===== src/rtl/keypad_defs_pkg.sv =====
// Shared keypad definitions: event word layout, debounce default, IO word offsets.
package keypad_defs;

  localparam int unsigned NUM_KEYS      = 8;
  localparam int unsigned KEY_IDX_W     = 3;
  localparam int unsigned EVT_W         = 8;
  localparam int unsigned EVT_PRESS_BIT = 7;
  localparam int unsigned EVT_IDX_MSB   = 2;
  localparam int unsigned EVT_IDX_LSB   = 0;
  localparam int unsigned COUNT_W       = 4;

  localparam int unsigned DEBOUNCE_CYCLES_DEFAULT = 20000;

  // Word offsets of this block inside the IO memory bank
  localparam logic [1:0] IO_OFS_STATE   = 2'd0;
  localparam logic [1:0] IO_OFS_EVENT   = 2'd1;
  localparam logic [1:0] IO_OFS_CNT_OVF = 2'd2;

  typedef struct packed {
    logic                 press;
    logic [3:0]           rsvd;
    logic [KEY_IDX_W-1:0] idx;
  } key_event_t;

  function automatic logic [KEY_IDX_W-1:0] lowest_idx(input logic [NUM_KEYS-1:0] v);
    logic [KEY_IDX_W-1:0] idx;
    idx = '0;
    for (int i = NUM_KEYS - 1; i >= 0; i--) begin
      if (v[i]) idx = KEY_IDX_W'(i);
    end
    return idx;
  endfunction

  function automatic key_event_t make_event(input logic press, input logic [KEY_IDX_W-1:0] idx);
    key_event_t e;
    e       = '0;
    e.press = press;
    e.idx   = idx;
    return e;
  endfunction

endpackage


===== src/rtl/key_debounce.sv =====
// One keypad line: 2-flop synchronizer followed by a counter debounce holding the clean level.
module key_debounce #(
  parameter int unsigned DEBOUNCE_CYCLES = 4,
  parameter int unsigned CNT_W           = 3
) (
  input  logic clk,
  input  logic reset,
  input  logic key_i,
  output logic level_o
);

  logic             sync1_q, sync2_q;
  logic             level_q, level_d;
  logic [CNT_W-1:0] cnt_q, cnt_d;

  // Counter runs only while the synchronized input disagrees with the clean level
  always_comb begin
    cnt_d   = '0;
    level_d = level_q;
    if (sync2_q != level_q) begin
      if (cnt_q == CNT_W'(DEBOUNCE_CYCLES - 1)) begin
        level_d = ~level_q;
      end else begin
        cnt_d = cnt_q + CNT_W'(1);
      end
    end
  end

  always_ff @(posedge clk) begin
    if (reset) begin
      sync1_q <= 1'b0;
      sync2_q <= 1'b0;
      level_q <= 1'b0;
      cnt_q   <= '0;
    end else begin
      sync1_q <= key_i;
      sync2_q <= sync1_q;
      level_q <= level_d;
      cnt_q   <= cnt_d;
    end
  end

  assign level_o = level_q;

endmodule


===== src/rtl/keypad_event_unit.sv =====
// Keypad conditioning: 8 debounced lines, edge capture, arbitrated push into a FWFT event FIFO.
// Optional release events are enabled by defining KEYPAD_RELEASE_EVT_EN.
module keypad_event_unit
  import keypad_defs::*;
#(
  parameter int unsigned DEBOUNCE_CYCLES = DEBOUNCE_CYCLES_DEFAULT,
  parameter int unsigned FIFO_DEPTH      = 8,
  parameter int unsigned CNT_W           = 15
) (
  input  logic                 clk,
  input  logic                 reset,
  input  logic [NUM_KEYS-1:0]  keypad,
  input  logic                 pop,
  input  logic                 clearOvf,
  output logic [NUM_KEYS-1:0]  keyState,
  output logic [EVT_W-1:0]     eventData,
  output logic                 eventValid,
  output logic [COUNT_W-1:0]   eventCount,
  output logic                 overflow
);

  localparam int unsigned AW    = $clog2(FIFO_DEPTH);
  localparam int unsigned PTR_W = AW + 1;

  logic [NUM_KEYS-1:0] key_level;
  logic [NUM_KEYS-1:0] key_prev_q;
  logic [NUM_KEYS-1:0] rise;
  logic [NUM_KEYS-1:0] press_pend_q, press_pend_d, press_clr;
  logic                overflow_q, overflow_d, ovf_set;

  key_event_t          mem_q [FIFO_DEPTH];
  logic [PTR_W-1:0]    wr_ptr_q, wr_ptr_d, rd_ptr_q, rd_ptr_d;
  logic                empty, full, pop_eff, room, push;
  key_event_t          push_evt;
  logic [PTR_W-1:0]    occupancy;

  for (genvar i = 0; i < NUM_KEYS; i++) begin : g_key
    key_debounce #(
      .DEBOUNCE_CYCLES(DEBOUNCE_CYCLES),
      .CNT_W          (CNT_W)
    ) u_deb (
      .clk    (clk),
      .reset  (reset),
      .key_i  (keypad[i]),
      .level_o(key_level[i])
    );
  end

  assign rise      = key_level & ~key_prev_q;
  assign empty     = (wr_ptr_q == rd_ptr_q);
  assign full      = (wr_ptr_q[AW] != rd_ptr_q[AW]) && (wr_ptr_q[AW-1:0] == rd_ptr_q[AW-1:0]);
  assign pop_eff   = pop & ~empty;
  assign room      = ~full | pop_eff;
  assign occupancy = wr_ptr_q - rd_ptr_q;

`ifdef KEYPAD_RELEASE_EVT_EN
  logic [NUM_KEYS-1:0] fall;
  logic [NUM_KEYS-1:0] rel_pend_q, rel_pend_d, rel_clr;

  assign fall = ~key_level & key_prev_q;

  // Presses first, then releases; lowest line index wins within a class
  always_comb begin
    push      = 1'b0;
    push_evt  = '0;
    press_clr = '0;
    rel_clr   = '0;
    if ((|press_pend_q) && room) begin
      push                          = 1'b1;
      push_evt                      = make_event(1'b1, lowest_idx(press_pend_q));
      press_clr[push_evt.idx]       = 1'b1;
    end else if ((|rel_pend_q) && room) begin
      push                          = 1'b1;
      push_evt                      = make_event(1'b0, lowest_idx(rel_pend_q));
      rel_clr[push_evt.idx]         = 1'b1;
    end
  end

  assign rel_pend_d = (rel_pend_q & ~rel_clr) | fall;
  assign ovf_set    = (|(rise & press_pend_q & ~press_clr)) | (|(fall & rel_pend_q & ~rel_clr));

  always_ff @(posedge clk) begin
    if (reset) rel_pend_q <= '0;
    else       rel_pend_q <= rel_pend_d;
  end
`else
  // Presses only; lowest line index wins
  always_comb begin
    push      = 1'b0;
    push_evt  = '0;
    press_clr = '0;
    if ((|press_pend_q) && room) begin
      push                    = 1'b1;
      push_evt                = make_event(1'b1, lowest_idx(press_pend_q));
      press_clr[push_evt.idx] = 1'b1;
    end
  end

  assign ovf_set = |(rise & press_pend_q & ~press_clr);
`endif

  // A new edge re-arms a pending bit even in the cycle it is being pushed
  assign press_pend_d = (press_pend_q & ~press_clr) | rise;
  assign overflow_d   = ovf_set | (overflow_q & ~clearOvf);
  assign wr_ptr_d     = push    ? wr_ptr_q + PTR_W'(1) : wr_ptr_q;
  assign rd_ptr_d     = pop_eff ? rd_ptr_q + PTR_W'(1) : rd_ptr_q;

  always_ff @(posedge clk) begin
    if (reset) begin
      key_prev_q   <= '0;
      press_pend_q <= '0;
      overflow_q   <= 1'b0;
      wr_ptr_q     <= '0;
      rd_ptr_q     <= '0;
    end else begin
      key_prev_q   <= key_level;
      press_pend_q <= press_pend_d;
      overflow_q   <= overflow_d;
      wr_ptr_q     <= wr_ptr_d;
      rd_ptr_q     <= rd_ptr_d;
    end
  end

  // Storage needs no reset: contents are only visible while the FIFO is non-empty
  always_ff @(posedge clk) begin
    if (push) mem_q[wr_ptr_q[AW-1:0]] <= push_evt;
  end

  assign keyState   = key_level;
  assign eventValid = ~empty;
  assign eventData  = empty ? '0 : mem_q[rd_ptr_q[AW-1:0]];
  assign eventCount = COUNT_W'(occupancy);
  assign overflow   = overflow_q;

endmodule


===== config.mk =====
export PLATFORM = sky130hd
export DESIGN_NAME = keypad_event_unit
export DESIGN_NICKNAME = d
export VERILOG_FILES = /design/src/rtl/keypad_defs_pkg.sv /design/src/rtl/key_debounce.sv /design/src/rtl/keypad_event_unit.sv
export SDC_FILE = /design/constraint.sdc
export NUM_CORES = 1
export LEC_CHECK = 0
export ABC_AREA = 1
export BUFFER_PORTS_ARGS = -buffer_cell sky130_fd_sc_hd__clkbuf_2
export CORE_ASPECT_RATIO = 0.5
export CORE_MARGIN = 1
export CORE_UTILIZATION = 43
export CTS_BUF_LIST = sky130_fd_sc_hd__clkbuf_8
export DETAILED_ROUTE_END_ITERATION = 6
export GPL_TIMING_DRIVEN = 0
export PLACE_DENSITY = 0.63
export SKIP_LAST_GASP = 1
export SLEW_MARGIN = 20
export SYNTH_ARGS = -nofsm -noshare
export SYNTH_HDL_FRONTEND = slang
export SYNTH_SLANG_ARGS = --single-unit

===== constraint.sdc =====
create_clock -name clk -period 2.6 [get_ports clk]
set_input_delay 0.13 -clock clk [delete_from_list [all_inputs] [get_ports clk]]
set_output_delay 0.13 -clock clk [all_outputs]
set_load 0.1 [all_outputs]

* Yosys cells after proc, flatten, opt, wreduce, memory -nomap -nowiden *
Memories as Yosys holds them, arrays and structs flattened. A register that Yosys moved wholly into a read port is not among the register bits.
Cells that the tools add are included.

word-level totals
  memory bits (writable) = 64
  ROM bits = 0
  output and inout port bits = 22
  bits in registers = 169
  bits of input ports = 12
  memories kept = 1
  word-level logic and storage cells = 140
  latch bits = 0

operators by class
  reduce and logical (&&, ||, !) cells = 21
  divide/modulo/power cells = 0
  order comparisons = 2
  $mul = 0
  $add $sub $neg = 11
  equality and inequality tests = 19
  bitwise gates (word level) = 30
  shift operators = 0
  mux-type cells = 19

memories
  name   depth  bits a word  read ports  clocked after memory_dff  wr ports  line                     source
  mem_q  8      8            1           1                         1         keypad_event_unit.sv:31  key_event_t mem_q [FIFO_DEPTH];

operators with widths
  cell                   number
  $add 15x1->15 const B  8
  $eq 15x15->1 const B   8
  $mux 3                 11
  $and 8x8->8            4
  $mux 8                 3
  $reduce_or 3->1        8
  $not 1->1              19
  $not 8->8              2
  $reduce_and 2->1       8
  $reduce_or 8->1        2
  $ne 1x1->1             9
  $add 4x1->4 const B    2
  $or 8x8->8             1
  $eq 4x4->1             1
  $lt 3x4->1 const B     1
  $mux 1                 4
  $sub 4x4->4            1
  $demux 1 s3            1
  $eq 3x3->1             1
  $ge 3x1->1 const B     1
  $logic_and 1x1->1      3
  $and 1x1->1            2
  $or 1x1->1             2

* Depth between registers and ports, before layout *
Gate-level depths: netlist of run 1.

  depth in word-level cells = 18
  gate-level depth with buffers = 13
  gate-level depth less buffers = 13

* By module *
From an unflattened synthesis of run 1, not the netlist that was laid out.

second synthesis, totals
  cells, all modules = 1248
  area total of the unflattened synthesis = 9728.1 sq um

by module, submodules not included
  module                             cells each  instances  area an instance (sq um)
  key_debounce (g_key[0].u_deb ...)  117         7          867.1
  keypad_event_unit                  309         1          2735.1
  key_debounce (g_key[6].u_deb)      120         1          923.4

* Worst setup path before layout of run 1 *
Ideal clock, no wire load.

  kind = register -> output
  from = register rd_ptr_q[1]
  to = output eventData[0]
  data arrival time = 3.252 ns
  path slack = -0.782 ns
  stages on the path, launching flop included = 8
  buffers on the path = 0
  required time = 2.470 ns
  cells stage by stage = dfxtp_1 inv_1 ha_1 nand2_1 nor3_1 inv_1 o21ai_0 a31oi_1

between the ends
  cells in the longest elaborated chain, start to end = 2

RTL lines
  item                    line                      source
  start, declared         keypad_event_unit.sv:32   logic [PTR_W-1:0] wr_ptr_q, wr_ptr_d, rd_ptr_q, rd_ptr_d;
  start signal, assigned  keypad_event_unit.sv:120  rd_ptr_q <= rd_ptr_d;
  $eq 4x4->1              keypad_event_unit.sv:50   assign empty = (wr_ptr_q == rd_ptr_q);
  $mux 8                  keypad_event_unit.sv:131  assign eventData = empty ? '0 : mem_q[rd_ptr_q[AW-1:0]];
  end, declared           keypad_event_unit.sv:16   output logic [EVT_W-1:0] eventData,

No other way between the ends.

* Worst setup path in the final report of run 1 *
  from = register wr_ptr_q[0]
  to = memory mem_q[6][2] (netlist bit) (enable)

between the ends
  cells in the longest elaborated chain, start to end = 8

RTL lines
  item                                                   line                                              source
  start, declared                                        keypad_event_unit.sv:32
  start signal, assigned                                 keypad_event_unit.sv:119                          wr_ptr_q <= wr_ptr_d;
  $eq 4x4->1 / $eq 3x3->1 (equally long branches)        keypad_event_unit.sv:50, keypad_event_unit.sv:51
  $not 1->1 / $logic_and 1x1->1 (equally long branches)  keypad_event_unit.sv:52, keypad_event_unit.sv:51
  $and 1x1->1 / $not 1->1 (equally long branches)        keypad_event_unit.sv:52, keypad_event_unit.sv:53
  $or 1x1->1 *                                           keypad_event_unit.sv:53                           assign room = ~full | pop_eff;
  $logic_and 1x1->1 *                                    keypad_event_unit.sv:92                           if ((|press_pend_q) && room) begin
  $mux 1 *                                               keypad_event_unit.sv:92
  net push                                               keypad_event_unit.sv:33                           logic empty, full, pop_eff, room, push;
  $mux 1 *                                               keypad_event_unit.sv:126                          if (push) mem_q[wr_ptr_q[AW-1:0]] <= push_evt;
  $mux 1 (implied by the code) *                         keypad_event_unit.sv:126
  end, declared                                          keypad_event_unit.sv:31

Mark *: on every way through the listed nets, which the timed path passes. The rest lies on a longest branch.

==> run summary, run 1 <==
================================================================================
Total of max-cap violations                                                    0
Total routed wirelength                                                  16.5 mm
Horizontal extent of the die                                              205 um
Met2 capacity usage during global routing                                  25.2%
TritonCTS clock tree                                                       built
Switching power as a share of total power                                  24.2%
Number of nets in the layout                                                1164
RSZ-0062 raised after global routing                                         yes
Number of instances in the synthesized netlist                              1067
Part of the cycle the worst path needs                                     93.7%
Post-synth design cell area                                           8880 sq um
Port-buffer cells                                                             29
Instance area after placement                                         9440 sq um
Synth Flop Type                                                     sky130_fd_sc_hd__dfxtp_1
Antenna viol nets, final                                                       0
Final-report max-slew violation count                                          0
Net switching component of the power                                     1550 uW
Design internal power                                                    4850 uW
Area growth from synthesis to layout                                       14.8%
Final count of hold timing violations                                          0
Fraction of power consumed by combinational cells                           7.2%
Number of enable-type register cells in the synthesized netlist               32
Synth Warn #                                                                   0
Maximum number of pins on one net before global-route repair                  15
Maximum fanout encountered on the critical timing path                        14
Clock network latency to the later pin of the worst-skew pair            0.55 ns
Clock net sink count                                                         204
Post-synth top area cell                                            sky130_fd_sc_hd__dfxtp_1
Status                                                              finished, final reports clean
Chain of cells forming the critical path                            inv_1, ha_1, nand2_1, nor2_1, nand3_2, o21ai_4, inv_2, nand2_1, nor3_1
Top delay family on crit path                                       simple AND/OR/NAND/NOR gates
Buffers plus inverters on the worst setup path                                 2
Setup crit start                                                     wr_ptr_q[0]
Post-synthesis sequential area ratio                                       49.6%
Number of buffers between clock root and the deepest sink                      3
Global-route total usage across every layer                                15.9%
Highest clock rate                                                       410 MHz
Std-Cell Core Area                                                   19800 sq um
Hold_sp                                                                      pop
Finish-stage setup viols                                                       0
Worst slew slack as a fraction of its limit                                55.3%
Kind of end point of the critical path                                  register
Cell type of the slowest stage on the worst timing path             sky130_fd_sc_hd__nor3_1
Number of placement rows                                                      36
Type of the worst min-delay path                                       in -> reg
Grt peak-use layer                                                          met2
Worst r2r src                                                        wr_ptr_q[0]
Clock root buffer master                                            sky130_fd_sc_hd__clkbuf_8
Met1 Usage GRT                                                             22.2%
Number of antenna violations at the first check in global routing              0
Routability congestion estimate from global placement                      0.815
Share of synthesized flip-flops with an asynchronous set or reset             0%
Vias in the first global route                                              6353
Starting utilization of the core area                                      44.8%
Average instance area after synthesis                                 8.32 sq um
Minimum clock period                                                     2.44 ns
Wire length of the first global-routing pass                             28.6 mm
Clock transition at path regs                                            0.07 ns
I/O Pins                                                                      34
Portion of total power attributed to the clock network                     42.2%
Post-synth top area share                                                  38.8%
Library cell with the highest instance count after synthesis        sky130_fd_sc_hd__dfxtp_1
Routed length per instance                                               11.6 um
Number of buffers inserted by post-CTS setup repair                            0
Hold Slack                                                             0.0364 ns
Count of TritonRoute iterations in the first routing pass                      4
Layout cell share with drive strength beyond 1                             16.7%
Iteration-0 DRC Markers                                                      349
Post-route standard cell area excluding fillers                      10200 sq um
Leakage component of the power                                        0.00370 uW
Slowest Stage Delay on Critical Path                                     0.46 ns
Number of H-tree levels                                                        1
Slew at the pin closest to its max-slew limit                           0.669 ns
Pwr/cell area                                                        628 nW/um^2
Worst setup path class                                                reg -> reg
CP dominant cell by count                                           sky130_fd_sc_hd__nand2_1
GR Util met3                                                               2.64%
Antenna diode count                                                            0
HPWL Detailed                                                            12.0 mm
Fraction of power consumed by sequential logic                             50.5%
Top cells by instance count after synthesis                         172 x sky130_fd_sc_hd__dfxtp_1, 164 x sky130_fd_sc_hd__nor2_1, 137 x sky130_fd_sc_hd__inv_1
Overall via count from detail_route                                         6935
Fin Clk Skew                                                           0.0147 ns
Gr ovfl total                                                                  0
Arrival @ worst endpoint                                                 2.62 ns
Total clock buffers created by CTS                                            30
Yosys cell types                                                              50
Dominant cells by area after synthesis                              sky130_fd_sc_hd__dfxtp_1 39%, sky130_fd_sc_hd__edfxtp_1 11%, sky130_fd_sc_hd__nor2_1 6.9%
Overall die area                                                     21300 sq um
Detailed-route DRC error count                                                 0
Launching element type of the critical path                             register
Peak supply drop                                                        0.367 mV
Via-to-Cell Ratio                                                           4.86
CP required                                                              2.78 ns
Die height                                                                104 um
Number of storage elements in the synthesis netlist                          204
================================================================================
==> tightest hold or removal path, stage by stage <==
cell,delay (ns)
sky130_fd_sc_hd__clkbuf_2,0.08
sky130_fd_sc_hd__inv_1,0.07
sky130_fd_sc_hd__nor2_1,0.12
sky130_fd_sc_hd__a21oi_1,0.15
==> cell usage in the layout (no fill, tap or decap), drive strengths merged, types with 2 or more instances in the layout <==
cell type,Yosys,routed
nor3b,18,18
nor3,50,50
clkbuf,5,70
o22ai,4,4
ha,13,13
o21ai,57,57
and3,3,3
nand2,126,126
xnor2,5,5
o21a,6,6
xor2,17,17
nor2,186,186
nand4,25,25
buf,21,26
nor4,13,13
inv,149,158
dfxtp,172,172
a211oi,6,6
clkinv,2,4
conb,1,4
edfxtp,32,32
nand3,44,44
dlygate4sd3,0,8
o21bai,5,5
a21oi,80,80
or2,14,14
a31oi,7,7
nand3b,2,2
==> stage by stage <==
stage / worst slack [ns] / instances / utilization (%) / setup TNS [ns] / power, uW
2_1_floorplan: 0.00284 / 1070 / - / 0 / 3670
3_3_place_gp: 0.142 / 1365 / 47.6 / 0 / 3750
3_5_place_dp: 0.124 / 1365 / 47.6 / 0 / 3750
4_1_cts: -0.0138 / 1427 / 51.4 / -0.0138 / 6500
5_1_grt: -0.0133 / 1426 / 51.4 / -0.0242 / 6670
6_report: 0.163 / 1426 / 51.4 / 0 / 6400
==> sequential cells by signal (all words and copies together) (netlist names), named ones only <==
signal	count
g_key.u_deb.level_o	8
rd_ptr_q	4
mem_q	32
overflow	1
g_key.u_deb.cnt_q	120
key_prev_q	8
wr_ptr_q	4
g_key.u_deb.sync1_q	8
press_pend_q	8
g_key.u_deb.sync2_q	8
==> path summary, 6_finish.rpt <==
| kind | endpoint | slack (ns) | depth (start not counted) |
|---|---|---|---|
| max | mem_q[6][2] | 0.16 | 9 |
| min | register | 0.04 | 4 |
| max reg2reg | mem_q[6][2] | 0.16 | 9 |
| min reg2reg | g_key[6].u_deb.sync2_q | 0.40 | 2 |
==> power groups by stage <==
stage                     registers, uW  clock network (uW)  logic, uW
after detailed placement           3300                   0        452
after global routing               3240                2930        500
final                              3230                2700        463
after CTS                          3230                2800        467
after global placement             3300                   0        448
after floorplan                    3300                   0        376
==> logic make-up after synthesis <==
family	count (synthesis)	share of synthesized area [%]
other cells	1	0.0422
flops	204	49.6
buf+inv	177	8.15
xor+xnor	22	2.17
compound gates	168	10.4
fa+ha+maj	14	2.06
simple gates	481	27.6
==> per-layer routing <==
layer	routed length (um)	up-vias
met2	7160	103
met1	8370	3158
li1	-	3646
met4	338	0
met3	657	28
met5	0	-
==> cell type report <==
type,instances,area (sq um)
Clock inverter,12,73.8
Sequential cell,204,4400
Multi-Input combinational cell,689,3840
Timing Repair Buffer,37,239
Clock buffer,42,578
Fill cell,1848,9620
Tap cell,266,333
Buffer,25,155
Inverter,151,567
==> repair_timing <==
| item | in CTS | in global routing |
|---|---|---|
| endpoints found under the hold margin | 8 | 0 |
| pin swaps | 0 | 0 |
| setup endpoints to repair | 4 | 6 |
| hold buffers | 8 | 0 |
| resized for setup | 5 | 12 |
No activity file was read; power rests on OpenSTA's default activity.
==> inputs of run 2 (changes only) <==
Settings changed: PLACE_DENSITY 0.63 to 0.65.
==> run 2 against run 1 <==
Compared with the run above: non-clock buffer count rose by 1; wire length fell by 0.29%; sequential cell count did not move; clock-buffer cell count fell by 6; first-iteration DRC count fell by 10%; critical path depth fell by 1; sequential share of layout area rose by 0.15 points; via count rose by 0.32%; register-to-register slack improved by 0.097 ns; combinational power rose by 4%; critical path type is now reg -> out; critical endpoint is now eventData[7]; largest cell class unchanged.
==> run summary, run 2 (same netlist as run 1, synthesis figures left out) <==
=====================================================================================
I/O Pins                                                                           34
Number of buffers between clock root and the deepest sink                           3
Status                                                                   finished, final reports clean
Detailed-route DRC error count                                                      0
Routability congestion estimate from global placement                           0.815
Part of the cycle the worst path needs                                          96.9%
Number of H-tree levels                                                             1
HPWL Detailed                                                                 12.1 mm
Final count of hold timing violations                                               0
Layout cell share with drive strength beyond 1                                  16.8%
Pwr/cell area                                                             616 nW/um^2
Overall die area                                                          21300 sq um
TritonCTS clock tree                                                            built
Leakage component of the power                                             0.00367 uW
Arrival @ worst endpoint                                                      2.39 ns
Fin Clk Skew                                                                0.0155 ns
Total clock buffers created by CTS                                                 30
Vias in the first global route                                                   6501
Via-to-Cell Ratio                                                                4.87
Number of antenna violations at the first check in global routing                   0
Post-layout utilization of the core                                             51.3%
Length in cells of the worst reg-to-reg path                                        7
Finish-stage setup viols                                                            0
Number of placement rows                                                           36
Clock network latency to the later pin of the worst-skew pair                 0.54 ns
Total Negative Setup Slacks                                                      0 ns
Minimum clock period                                                          2.52 ns
Final-report max-slew violation count                                               0
Overall via count from detail_route                                              6957
Worst hold path endpoint                                                  rd_ptr_q[0]
Port-buffer cells                                                                  29
Clock transition at path regs                                                 0.07 ns
Most used cells in the layout excluding fill and tap cells               172 x sky130_fd_sc_hd__dfxtp_1, 164 x sky130_fd_sc_hd__nor2_1, 143 x sky130_fd_sc_hd__inv_1
Number of buffers inserted by post-CTS setup repair                                 0
Clock net sink count                                                              204
Register-to-register setup slack                                              0.26 ns
Iteration-0 DRC Markers                                                           314
Routed length per instance                                                    11.5 um
Kind of end point of the critical path                                    output port
Hold_sp                                                                           pop
Worst setup path class                                                     reg -> out
Gr ovfl total                                                                       0
Horizontal extent of the die                                                   205 um
Antenna diode count                                                                 0
RSZ-0062 raised after global routing                                              yes
Std-Cell Core Area                                                        19800 sq um
Wire length of the first global-routing pass                                  28.8 mm
Clock root buffer master                                                 sky130_fd_sc_hd__clkbuf_8
Slew at the pin closest to its max-slew limit                                0.998 ns
Starting utilization of the core area                                           44.8%
Launching element type of the critical path                                  register
Number of nets in the layout                                                     1165
Most frequent standard cell in the layout excluding fill and tap cells   sky130_fd_sc_hd__dfxtp_1
Type of the worst min-delay path                                            in -> reg
Worst r2r src                                                             wr_ptr_q[0]
Maximum number of pins on one net before global-route repair                       15
Peak supply drop                                                             0.383 mV
Count of TritonRoute iterations in the first routing pass                           5
Max reg flops                                                                     120
Setup crit start                                                          wr_ptr_q[0]
Critical R2R Capture                                                      mem_q[3][1]
Total of max-cap violations                                                         0
Total routed wirelength                                                       16.5 mm
Highest clock rate                                                            397 MHz
Maximum fanout encountered on the critical timing path                              5
Global-route total usage across every layer                                     15.9%
Antenna viol nets, final                                                            0
Die height                                                                     104 um
Register with the most flip-flops                                        g_key.u_deb.cnt_q
CP required                                                                   2.47 ns
Worst hold path stage count                                                         4
Area growth from synthesis to layout                                            14.4%
Worst slew slack as a fraction of its limit                                     33.1%
Fill cell count                                                                  1871
=====================================================================================
-- run 2: area by class of cell --
| cell class | instances | area, sq um | share of cell area (%) |
|---|---|---|---|
| plain buffers | 26 | 159 | 1.56 |
| multi-input cells | 689 | 3850 | 37.9 |
| repair buffers | 37 | 245 | 2.41 |
| inverters | 151 | 567 | 5.58 |
| well taps | 266 | 333 | 3.28 |
| flip-flops and latches | 204 | 4400 | 43.3 |
| clock buffers | 36 | 495 | 4.88 |
| clock inverters | 19 | 109 | 1.07 |
-- run 2: worst max-delay path by stage --
stage | end | cells past startpoint
2_1_floorplan | eventData[0] | 7
3_5_place_dp | mem_q[6][7] | 9
3_3_place_gp | mem_q[6][7] | 9
5_1_grt | eventData[7] | 8
4_1_cts | eventData[0] | 8
6_report | eventData[7] | 8
-- run 2: power breakdown --
part	total, uW	switching, uW	internal, uW	leakage (uW)
registers	3230	13.2	3220	0.00168
clock network	2550	1190	1360	0.000345
logic	481	366	115	0.00164
-- run 2: timing repair --
action | in CTS | in global routing
pin swaps | 0 | 0
hold endpoints to repair | 8 | 0
setup endpoints to repair | 4 | 10
hold buffers | 8 | 0
gates resized for setup | 7 | 10
-- run 2: layer usage --
metal / track usage (%) / up-vias / wire, um
met3: 2.86 / 31 / 571
met4: 4.29 / 0 / 327
met5: 0 / - / 0
met1: 22.0 / 3181 / 8250
met2: 25.6 / 100 / 7320
li1: - / 3645 / -
-- run 2: worst max-delay path: stages, from the launching register on --
cell	delay (ns)
sky130_fd_sc_hd__dfxtp_1	0.38
sky130_fd_sc_hd__inv_1	0.09
sky130_fd_sc_hd__ha_1	0.35
sky130_fd_sc_hd__nand2_1	0.11
sky130_fd_sc_hd__nor3_2	0.06
sky130_fd_sc_hd__inv_1	0.15
sky130_fd_sc_hd__o21ai_0	0.19
sky130_fd_sc_hd__a31oi_4	0.18
sky130_fd_sc_hd__clkbuf_4	0.34
-- run 2: through the flow --
stage               setup slack [ns]  instances  hold WS, ns  power (uW)  instance area, sq um
finish                        0.0805       1428       0.0652        6260                 10200
global route                  -0.117       1428       0.0718        6520                 10200
CTS                           0.0315       1428       0.0400        6330                 10100
detailed placement             0.133       1365        0.333        3760                  9440
global placement               0.129       1365        0.330        3760                  9440
floorplan                    0.00284       1070        0.237        3670                  8960
==> inputs of run 3 (changes only) <==
Settings changed: CAP_MARGIN set to 15, GPL_ROUTABILITY_DRIVEN set to 0, PLACE_DENSITY 0.65 to unset.
==> run 3 against run 2 <==
Compared with the run above: clock power up 20%; first-iteration DRC count up 14%; critical path depth unchanged; clock skew down 0.0031 ns; die area unchanged; via count down 1.3%; non-clock buffer count unchanged; worst hold slack worse by 0.0025 ns; critical path type unchanged.
==> run summary, run 3 (same netlist as run 1, synthesis figures left out) <==
=====================================================================================
Detailed-route DRC error count                                                      0
Launching element type of the critical path                                  register
Total routed wirelength                                                       16.9 mm
Clock network latency to the later pin of the worst-skew pair                 0.55 ns
Iteration-0 DRC Markers                                                           359
Inst Count DP                                                                    1365
TritonCTS clock tree                                                            built
Antenna diode count                                                                 0
Clock root buffer master                                                 sky130_fd_sc_hd__clkbuf_8
Total of max-cap violations                                                         0
Status                                                                   finished, final reports clean
Overall die area                                                          21300 sq um
Maximum number of pins on one net before global-route repair                       16
Total clock buffers created by CTS                                                 31
Kind of end point of the critical path                                    output port
Total Negative Setup Slacks                                                      0 ns
CP required                                                                   2.47 ns
Antenna viol nets, final                                                            0
Number of H-tree levels                                                             1
Hold_sp                                                                           pop
Gr ovfl total                                                                       0
Part of the cycle the worst path needs                                          96.4%
Via-to-Cell Ratio                                                                4.80
Peak supply drop                                                             0.365 mV
Maximum fanout encountered on the critical timing path                              5
Number of nets in the layout                                                     1166
Pwr/cell area                                                             658 nW/um^2
Finish-stage setup viols                                                            0
Critical R2R Capture                                                         overflow
Max reg flops                                                                     120
Die height                                                                     104 um
Std-Cell Core Area                                                        19800 sq um
Design internal power                                                         5130 uW
Slew at the pin closest to its max-slew limit                                0.857 ns
Length in cells of the worst reg-to-reg path                                       12
Fraction of power consumed by sequential logic                                  47.7%
Clock transition at path regs                                                 0.06 ns
Global-route total usage across every layer                                     16.1%
Worst setup path class                                                     reg -> out
HPWL Detailed                                                                 12.2 mm
Arrival @ worst endpoint                                                      2.38 ns
Switching power as a share of total power                                       24.2%
I/O Pins                                                                           34
Count of non-filler cells in the finished layout                                 1431
Highest clock rate                                                            399 MHz
Clock net sink count                                                              204
Number of antenna violations at the first check in global routing                   0
Most frequent standard cell in the layout excluding fill and tap cells   sky130_fd_sc_hd__dfxtp_1
Starting utilization of the core area                                           44.8%
Vias in the first global route                                                   6351
Minimum clock period                                                          2.51 ns
Number of placement rows                                                           36
Leakage component of the power                                             0.00374 uW
Register-to-register setup slack                                              0.24 ns
Overall via count from detail_route                                              6866
Layout cell share with drive strength beyond 1                                  17.2%
Portion of total power attributed to the clock network                          45.1%
Worst slew slack as a fraction of its limit                                     42.5%
Final count of hold timing violations                                               0
Area growth from synthesis to layout                                            15.9%
Wire length of the first global-routing pass                                  28.9 mm
Horizontal extent of the die                                                   205 um
Register with the most flip-flops                                        g_key.u_deb.cnt_q
Number of buffers between clock root and the deepest sink                           3
Number of buffers inserted by post-CTS setup repair                                 0
Routed length per instance                                                    11.8 um
Fraction of power consumed by combinational cells                                7.1%
Count of TritonRoute iterations in the first routing pass                           5
Final-report max-slew violation count                                               0
Port-buffer cells                                                                  29
Fin Clk Skew                                                                0.0124 ns
Worst hold path stage count                                                         4
Most used cells in the layout excluding fill and tap cells               172 x sky130_fd_sc_hd__dfxtp_1, 164 x sky130_fd_sc_hd__nor2_1, 144 x sky130_fd_sc_hd__inv_1
Net switching component of the power                                          1640 uW
Worst hold path endpoint                                                  rd_ptr_q[0]
Worst r2r src                                                             rd_ptr_q[1]
RSZ-0062 raised after global routing                                              yes
Type of the worst min-delay path                                            in -> reg
=====================================================================================
==> run 3: what timing repair did <==
| item | 4_1_cts | 5_1_grt |
|---|---|---|
| hold buffers | 8 | 0 |
| gates resized for setup | 6 | 11 |
| endpoints found under the hold margin | 8 | 0 |
| setup endpoints to repair | 4 | 9 |
==> run 3: how the worst max path moves through the flow <==
stage                     start           end  slack [ns]  cells after the start
finish              rd_ptr_q[1]  eventData[0]        0.09                      8
global route        rd_ptr_q[1]  eventData[0]       -0.06                      8
CTS                    register  eventData[1]        0.03                      7
detailed placement  rd_ptr_q[1]   mem_q[6][7]        0.14                      9
global placement    rd_ptr_q[1]   mem_q[6][0]        0.15                      9
floorplan           rd_ptr_q[1]  eventData[0]       0.003                      7
==> run 3: final cells by class <==
cell class	instances	area, sq um
tap	266	333
clock inverter	21	224
buffer	26	159
fill	1902	9530
inverter	151	567
clock buffer	37	509
multi-input combinational	689	3850
timing repair buffer	37	238
sequential	204	4400
==> run 3: power groups by stage <==
stage                     Combinational [uW]  Clock, uW  Sequential (uW)
after floorplan                          376          0             3300
after global placement                   459          0             3300
after detailed placement                 463          0             3300
after CTS                                478       3140             3230
after global routing                     516       3300             3230
final                                    483       3050             3230
==> run 3: metal layers <==
layer | share of wire [%] | vias up | GRT usage, %
met4 | 1.5 | 0 | 3.65
met5 | 0 | - | 0
met1 | 52 | 3091 | 22.5
li1 | - | 3654 | -
met3 | 3.3 | 26 | 3.12
met2 | 44 | 95 | 25.8
==> run 3: worst max-delay path, stage by stage, from the launching register on <==
cell and delay [ns]:
sky130_fd_sc_hd__dfxtp_1 0.42, sky130_fd_sc_hd__inv_1 0.09, sky130_fd_sc_hd__ha_1 0.29, sky130_fd_sc_hd__nand2_1 0.14, sky130_fd_sc_hd__nor3_4 0.07, sky130_fd_sc_hd__inv_1 0.13, sky130_fd_sc_hd__o21ai_0 0.19, sky130_fd_sc_hd__a31oi_4 0.19
sky130_fd_sc_hd__buf_4 0.31
==> run 3: stage by stage <==
step	instance area (sq um)	hold slack, ns	total power [uW]	setup WS, ns	util [%]
floorplan	8960	0.237	3670	0.00284	-
global placement	9440	0.343	3760	0.149	47.6
detailed placement	9440	0.339	3760	0.142	47.6
CTS	10300	0.0364	6840	0.0303	51.8
global route	10300	0.0530	7040	-0.0600	51.9
finish	10300	0.0627	6760	0.0949	51.9
